==> src/rtl/vga_pkg.sv <==
// Shared types and constants for the VGA draw path.
package vga_pkg;

    typedef logic [7:0] rgb332_t;

    localparam rgb332_t RGB_BLACK = 8'h00;

    typedef enum logic {
        WAIT_SOF,
        RUN
    } arb_state_t;

endpackage

==> src/rtl/blink_frame_counter.sv <==
// Frame counter that toggles blinkPhase every BLINK_FRAMES start-of-frame pulses.
module blink_frame_counter
    import vga_pkg::*;
#(
    parameter int BLINK_FRAMES = 15
) (
    input  logic clk,
    input  logic reset,
    input  logic startOfFrame,
    output logic blinkPhase
);

    localparam logic [7:0] LAST_COUNT = 8'(BLINK_FRAMES - 1);

    logic [7:0] frameCount;

    always_ff @(posedge clk) begin
        if (reset) begin
            frameCount <= 8'd0;
            blinkPhase <= 1'b0;
        end else if (startOfFrame) begin
            if (frameCount == LAST_COUNT) begin
                frameCount <= 8'd0;
                blinkPhase <= ~blinkPhase;
            end else begin
                frameCount <= frameCount + 8'd1;
            end
        end
    end

endmodule

==> src/rtl/video_layer_arbiter.sv <==
// Per-pixel layer compositor: priority select over enabled layers, frame-synchronous
// config shadowing, blink masking and border/player collision flagging.
module video_layer_arbiter
    import vga_pkg::*;
#(
    parameter int NUM_LAYERS   = 4,
    parameter int BLINK_FRAMES = 15,
    localparam int SEL_W       = $clog2(NUM_LAYERS + 1)
) (
    input  logic                     clk,
    input  logic                     reset,
    input  logic                     startOfFrame,
    input  logic [NUM_LAYERS-1:0]    layerDrawReq,
    input  rgb332_t [NUM_LAYERS-1:0] layerRGB,
    input  rgb332_t                  BG_RGB,
    input  logic                     boardersDrawReq,
    input  logic                     cfgWrite,
    input  logic [NUM_LAYERS-1:0]    cfgEnableMask,
    input  logic [NUM_LAYERS-1:0]    cfgBlinkMask,
    output rgb332_t                  RGBOut,
    output logic [SEL_W-1:0]         selLayer,
    output logic                     collision,
    output logic                     collisionFrame,
    output logic                     blinkPhase
);

    localparam logic [SEL_W-1:0] SEL_BG = SEL_W'(NUM_LAYERS);

    arb_state_t            state;
    logic [NUM_LAYERS-1:0] activeEnable;
    logic [NUM_LAYERS-1:0] activeBlink;
    logic [NUM_LAYERS-1:0] pendingEnable;
    logic [NUM_LAYERS-1:0] pendingBlink;
    logic                  pendingValid;

    logic [NUM_LAYERS-1:0] eff;
    rgb332_t               winRGB;
    logic [SEL_W-1:0]      winSel;
    logic                  hitNow;

    blink_frame_counter #(
        .BLINK_FRAMES(BLINK_FRAMES)
    ) u_blink (
        .clk         (clk),
        .reset       (reset),
        .startOfFrame(startOfFrame),
        .blinkPhase  (blinkPhase)
    );

    // Walk from lowest priority upward so the lowest requesting index overrides.
    always_comb begin
        eff    = layerDrawReq & activeEnable & ~(activeBlink & {NUM_LAYERS{blinkPhase}});
        winRGB = BG_RGB;
        winSel = SEL_BG;
        for (int i = NUM_LAYERS - 1; i >= 0; i--) begin
            if (eff[i]) begin
                winRGB = layerRGB[i];
                winSel = SEL_W'(i);
            end
        end
        hitNow = (state == RUN) && eff[0] && boardersDrawReq;
    end

    always_ff @(posedge clk) begin
        if (reset) begin
            state          <= WAIT_SOF;
            activeEnable   <= '1;
            activeBlink    <= '0;
            pendingEnable  <= '0;
            pendingBlink   <= '0;
            pendingValid   <= 1'b0;
            RGBOut         <= RGB_BLACK;
            selLayer       <= SEL_BG;
            collision      <= 1'b0;
            collisionFrame <= 1'b0;
        end else begin
            case (state)
                WAIT_SOF: begin
                    RGBOut   <= RGB_BLACK;
                    selLayer <= SEL_BG;
                    if (startOfFrame) begin
                        state <= RUN;
                    end
                end
                RUN: begin
                    RGBOut   <= winRGB;
                    selLayer <= winSel;
                end
                default: begin
                    state    <= WAIT_SOF;
                    RGBOut   <= RGB_BLACK;
                    selLayer <= SEL_BG;
                end
            endcase

            collision <= hitNow;
            if (hitNow) begin
                collisionFrame <= 1'b1;
            end else if (startOfFrame) begin
                collisionFrame <= 1'b0;
            end

            // A write coinciding with frame start bypasses the shadow registers.
            if (startOfFrame && cfgWrite) begin
                activeEnable <= cfgEnableMask;
                activeBlink  <= cfgBlinkMask;
                pendingValid <= 1'b0;
            end else if (startOfFrame && pendingValid) begin
                activeEnable <= pendingEnable;
                activeBlink  <= pendingBlink;
                pendingValid <= 1'b0;
            end else if (cfgWrite) begin
                pendingEnable <= cfgEnableMask;
                pendingBlink  <= cfgBlinkMask;
                pendingValid  <= 1'b1;
            end
        end
    end

endmodule

==> config.mk <==
export PLATFORM = sky130hd
export DESIGN_NAME = video_layer_arbiter
export DESIGN_NICKNAME = d
export VERILOG_FILES = /design/src/rtl/vga_pkg.sv /design/src/rtl/blink_frame_counter.sv /design/src/rtl/video_layer_arbiter.sv
export SDC_FILE = /design/constraint.sdc
export NUM_CORES = 1
export LEC_CHECK = 0
export CAP_MARGIN = 5
export CORE_MARGIN = 2
export CORE_UTILIZATION = 47
export DETAILED_ROUTE_END_ITERATION = 16
export PLACE_DENSITY = 0.95
export SLEW_MARGIN = 20
export SYNTH_ARGS = -nofsm -noshare
export SYNTH_HDL_FRONTEND = slang
export SYNTH_SLANG_ARGS = --single-unit
==> constraint.sdc <==
create_clock -name clk -period 2.2 [get_ports clk]
set_input_delay 0.33 -clock clk [delete_from_list [all_inputs] [get_ports clk]]
set_output_delay 0.33 -clock clk [all_outputs]
set_load 0.02 [all_outputs]
Yosys cells after proc, flatten, opt, wreduce, memory -nomap -nowiden
Index checks and enable logic that the tools add are counted.
Word-level totals
  input port bits: 57
  output and inout bits: 14
  register bits: 40
  logic and storage cells: 50
Cells by class
  reduce and logical (&&, ||, !) cells: 9
  mux-type cells: 19
  $add $sub $neg: 1
  bitwise operators: 8
  equal/unequal tests: 1
Operators by type and width (count)
  2-to-1 mux 8 bit: 5
  2-to-1 mux 4 bit: 4
  case mux 8 bit (2 select lines): 1
  bitwise AND 4 bit: 3
  2-to-1 mux 3 bit: 4
  adder 8 x 1 -> 8 bit, second input constant: 1
  == test 8 x 4 -> 1 bit, second input constant: 1
  case mux 3 bit (2 select lines): 1
  logical AND 1 bit: 4
  2-to-1 mux 1 bit: 4
  inverter 1 bit: 4
  inverter 4 bit: 1
  nonzero test 2 bit: 2
  AND reduction 3 bit: 1
  OR reduction 3 bit: 1
  AND reduction 2 bit: 1

Logic depth before layout (Yosys ltp)
  word-level depth: 8
  mapped depth: 5
  gate-level depth less buffers: 5

Modules after synthesis
Synthesis repeated with hierarchy kept, for this count alone.
Unflattened totals
  cell total of the unflattened synthesis: 220
  area, all modules: 1950.6 um^2
Modules (own cells, without submodules)
  video_layer_arbiter: times used 1, area each 1490.2 um^2, cells an instance 169, seq. area each 620.6 um^2
  blink_frame_counter: times used 1, area each 460.4 um^2, cells an instance 51, seq. area each 180.2 um^2

Worst setup path after synthesis
No wires, ideal clock.
  path type: register to register
  start: register u_blink.blinkPhase
  end: register RGBOut[6]
  period minus slack after synthesis: 1.341 ns
  path buffers: 0
  library setup time: 0.127 ns
  arrival time: 1.213 ns
  cell stages (with the launch flop): 5
  required time: 2.073 ns
  setup slack: 0.859 ns
  cell sequence: dfxtp_1 > nand2_1 > and3_1 > a211oi_1 > o31ai_1
On the way
  word-level cells in the longest chain between the ends: 8
Ends and longest elaborated chain
  start, declared: line blink_frame_counter.sv:10  | output logic blinkPhase
  start signal, assigned: line blink_frame_counter.sv:24  | blinkPhase <= ~blinkPhase;
  bitwise AND 4 bit *: line video_layer_arbiter.sv:52  | eff = layerDrawReq & activeEnable & ~(activeBlink & {NUM_LAYERS{blinkPhase}});
  inverter 4 bit *: line video_layer_arbiter.sv:52
  bitwise AND 4 bit *: line video_layer_arbiter.sv:52
  2-to-1 mux 8 bit (3 in a row): line video_layer_arbiter.sv:56  | if (eff[i]) begin
  2-to-1 mux 8 bit *: line video_layer_arbiter.sv:56
  case mux 8 bit (2 select lines) *: line video_layer_arbiter.sv:77  | case (state)
  end signal, assigned: line video_layer_arbiter.sv:86  | RGBOut <= winRGB;
  end, declared: line video_layer_arbiter.sv:20  | output rgb332_t RGBOut,
Every way passes the cells marked *; elsewhere a longest branch is shown, timed or not.
A chain may end at the register's enable or synchronous reset.

Worst setup path after layout
  start: register u_blink.blinkPhase
  end: output port blinkPhase
RTL lines
  end, declared: line video_layer_arbiter.sv:24  | output logic blinkPhase
No word-level cell between the ends.

==> impl_metrics.toml <==
[drt]
route.detailed.drc = 0
routedWlPerCell_um = 14.7
vias = 1763
drt_iter0_drc = 69
via_per_inst = 5.42
routed_wl_um = 4770
firstDrtPassIters = 4
ant_nets = 0

[timing]
setup_viol = 0
maxSlewHeadroom_pct = 66.3
period_share_pct = 78.2
slew_viol_final = 0
holdWs_ns = 0.460
setup_tns_ns = 0
rsz0062_at_grt = "false"
hold_viol = 0
tightest_slew_ns = 0.504
clock_skew_ns = 0.00538
period_needed_ns = 1.72
max_clock_freq_mhz = 581

[floorplan]
die-area_mm2 = 0.00446
num_io_pins = 71
coreArea_mm2 = 0.00372
initial_core_util_pct = 49.9
die_w_um = 66.8
die_h_um = 66.8
rows = 22

[logic_synthesis]
netlist_area_mm2 = 0.00185
synth_area_leaders = "dfxtp_1 43%, nor2_1 5.5%, nand2_1 5.1%"
avgSynthCellArea_um2 = 9.04
synth_edf_count = 0
mappedNetlistNets = 264
synth_top_area_cell = "dfxtp_1"
syn_inst = 205
yosysSeqAreaShare_pct = 43.2
synth.most_common_cell = "dfxtp_1"
synth_top_family_by_area = "simple AND/OR/NAND/NOR gates"
synthMuxAreaShare_pct = 4.86
postSynth.asyncResetShare_pct = 0
synth_flop_cell = "dfxtp_1"
synth_cell_types = 41
ys_ff_latch = 40
synth_xor_area_share_pct = 3.78
synth-simple-area-share_pct = 22.7
synth_fa_ha_area_share_pct = 1.35
ys_warn_count = 0
yosysTopAreaCellShare_pct = 43.2
synth_compound_area_share_pct = 20.9
yosys-top-cells-count = "40 x dfxtp_1, 27 x nor2_1, 25 x nand2_1, 12 x a211oi_1"

[final_layout]
synthToLayoutAreaGrowth_pct = 44.6
drive_above_1_share_pct = 7.58
nets = 335
insertedDiodeCount = 0
fill_cells = 300
layout.cells.non_filler = 325

[global_routing]
grt_pass1_vias = 1753
overflow = 0
grtUsageTotal_pct = 23.0
grt_max_degree = 23
antenna_found_initial = 0
grt_pass1_wl_um = 7600

[pwr]
p_switching_mw = 0.404
power.density_mw_per_mm2 = 593
clkPwrFrac_pct = 31.6
combPwrFrac_pct = 19.3
p_leak_nw = 0.998
peakVddDrop_uv = 503
pwr-share-seq_pct = 49.2
p_sw_share_pct = 25.4
p_int_mw = 1.19
finalPower_mw = 1.59

[run]
cap_violations = 0

[placed_design]
io_buffers = 70
routabilityCongestion = 0.772
hpwlAfterDp_um = 3600
dp_cells = 317

[clocking]
cts_root_buf = "clkbuf_8"
postCtsSetupBuffers = 0
h-tree-depth = 2
cts_buffers = 5
cts_max_path_buffers = 2
cts_resized = 0
hold_buffers = 0
cts_tree = "built"
cts.sink_count = 40
insertion_delay_ns = 0.29
clk_pin_slew_ns = 0.07

[worst_setup_path]
cpMaxStageDelayCell = "clkdlybuf4s50_1"
crit_arrival_ns = 1.39
crit_type = "flip-flop to primary output"
cp.required_ns = 1.87
cp_cell_sequence = "clkdlybuf4s50_1"
cp-end-kind = "primary output"
crit_family = "buffers and inverters"
cpPeakStageDelay_ns = 0.65
path_buf_inv = 1
startpoint_type = "flip-flop"
crit_fanout = 6

[outcome]
status = "finished clean"

[hold_path]
worst_hold_path_type = "flip-flop to flip-flop"
==> area by class of cell <==
| type | instances | area [µm²] | share of cell area (%) |
|---|---|---|---|
| Clock buffer | 6 | 82.6 | 3.08 |
| Clock inverter | 2 | 10.0 | 0.373 |
| Inverter | 3 | 11.3 | 0.420 |
| Multi-Input combinational cell | 153 | 992 | 37.0 |
| Sequential cell | 40 | 801 | 29.9 |
| Tap cell | 48 | 60.1 | 2.24 |
| Timing Repair Buffer | 73 | 723 | 27.0 |
==> cells by family after synthesis <==
kind of cell | after synthesis
and+or+nand+nor | 84
AOI/OAI and AO/OA | 50
DFF | 40
buffers and inverters | 12
muxes | 9
xor gates and xnor gates | 8
adders and majority gates | 2
==> stage by stage <==
step | util (%) | setup slack (ns) | cell area [µm²]
floorplan | - | 0.859 | 1850
global placement | 69.6 | 0.369 | 2590
detailed placement | 69.6 | 0.286 | 2590
CTS | 72.1 | 0.455 | 2680
global route | 72.1 | 0.402 | 2680
finish | 72.1 | 0.480 | 2680
==> per-layer routing <==
metal / up-vias / global-route usage [%] / routed length, µm
li1: 882 / - / -
met5: - / 0 / 0
met1: 805 / 25.1 / 1990
met4: 0 / 9.95 / 73
met3: 5 / 6.42 / 468
met2: 71 / 41.4 / 2230
==> placed cells by master (no fill, tap or decap), drive strengths merged <==
cell type	n
o31ai	8
o211ai	1
o22ai	9
mux2i	9
o21a	3
inv	3
a211oi	12
xnor2	4
nor4	1
a21o	1
nand4	3
clkbuf	6
a311o	1
or2b	1
o21ai	8
or2	1
a21oi	1
nor3	1
nand2	26
and4	1
and2	6
nor2b	1
nand3b	3
nor2	28
dfxtp	40
buf	3
ha	2
and3	8
o2bb2ai	1
clkinv	2
xor2	4
nor3b	1
a221o	4
clkdlybuf4s50	70
nand3	3
a31oi	1
==> power groups by stage <==
stage                     clock (mW)  combinational [mW]  sequential [mW]
after floorplan                    0               0.140            0.806
after global placement             0               0.297            0.797
after detailed placement           0               0.304            0.799
after CTS                      0.513               0.308            0.782
after global routing           0.540               0.332            0.786
final                          0.502               0.307            0.782
==> final timing paths <==
path	startpoint	to	slack, ns	cells after the start
min reg2reg	collisionFrame$_SDFFE_PP0P_	collisionFrame$_SDFFE_PP0P_	0.46	1
max	u_blink.blinkPhase$_SDFFE_PP0P_	blinkPhase	0.48	1
min	collisionFrame$_SDFFE_PP0P_	collisionFrame$_SDFFE_PP0P_	0.46	1
max reg2reg	u_blink.frameCount[5]$_SDFFE_PP0P_	u_blink.frameCount[2]$_SDFFE_PP0P_	0.69	4
==> registers in the layout, summed over array words and instances (netlist names) <==
name                flops
selLayer                3
pendingEnable           4
activeBlink             4
pendingBlink            4
u_blink.blinkPhase      1
pendingValid            1
collision               1
state                   1
u_blink.frameCount      8
collisionFrame          1
RGBOut                  8
activeEnable            4
(Power assumes the default switching activity.)
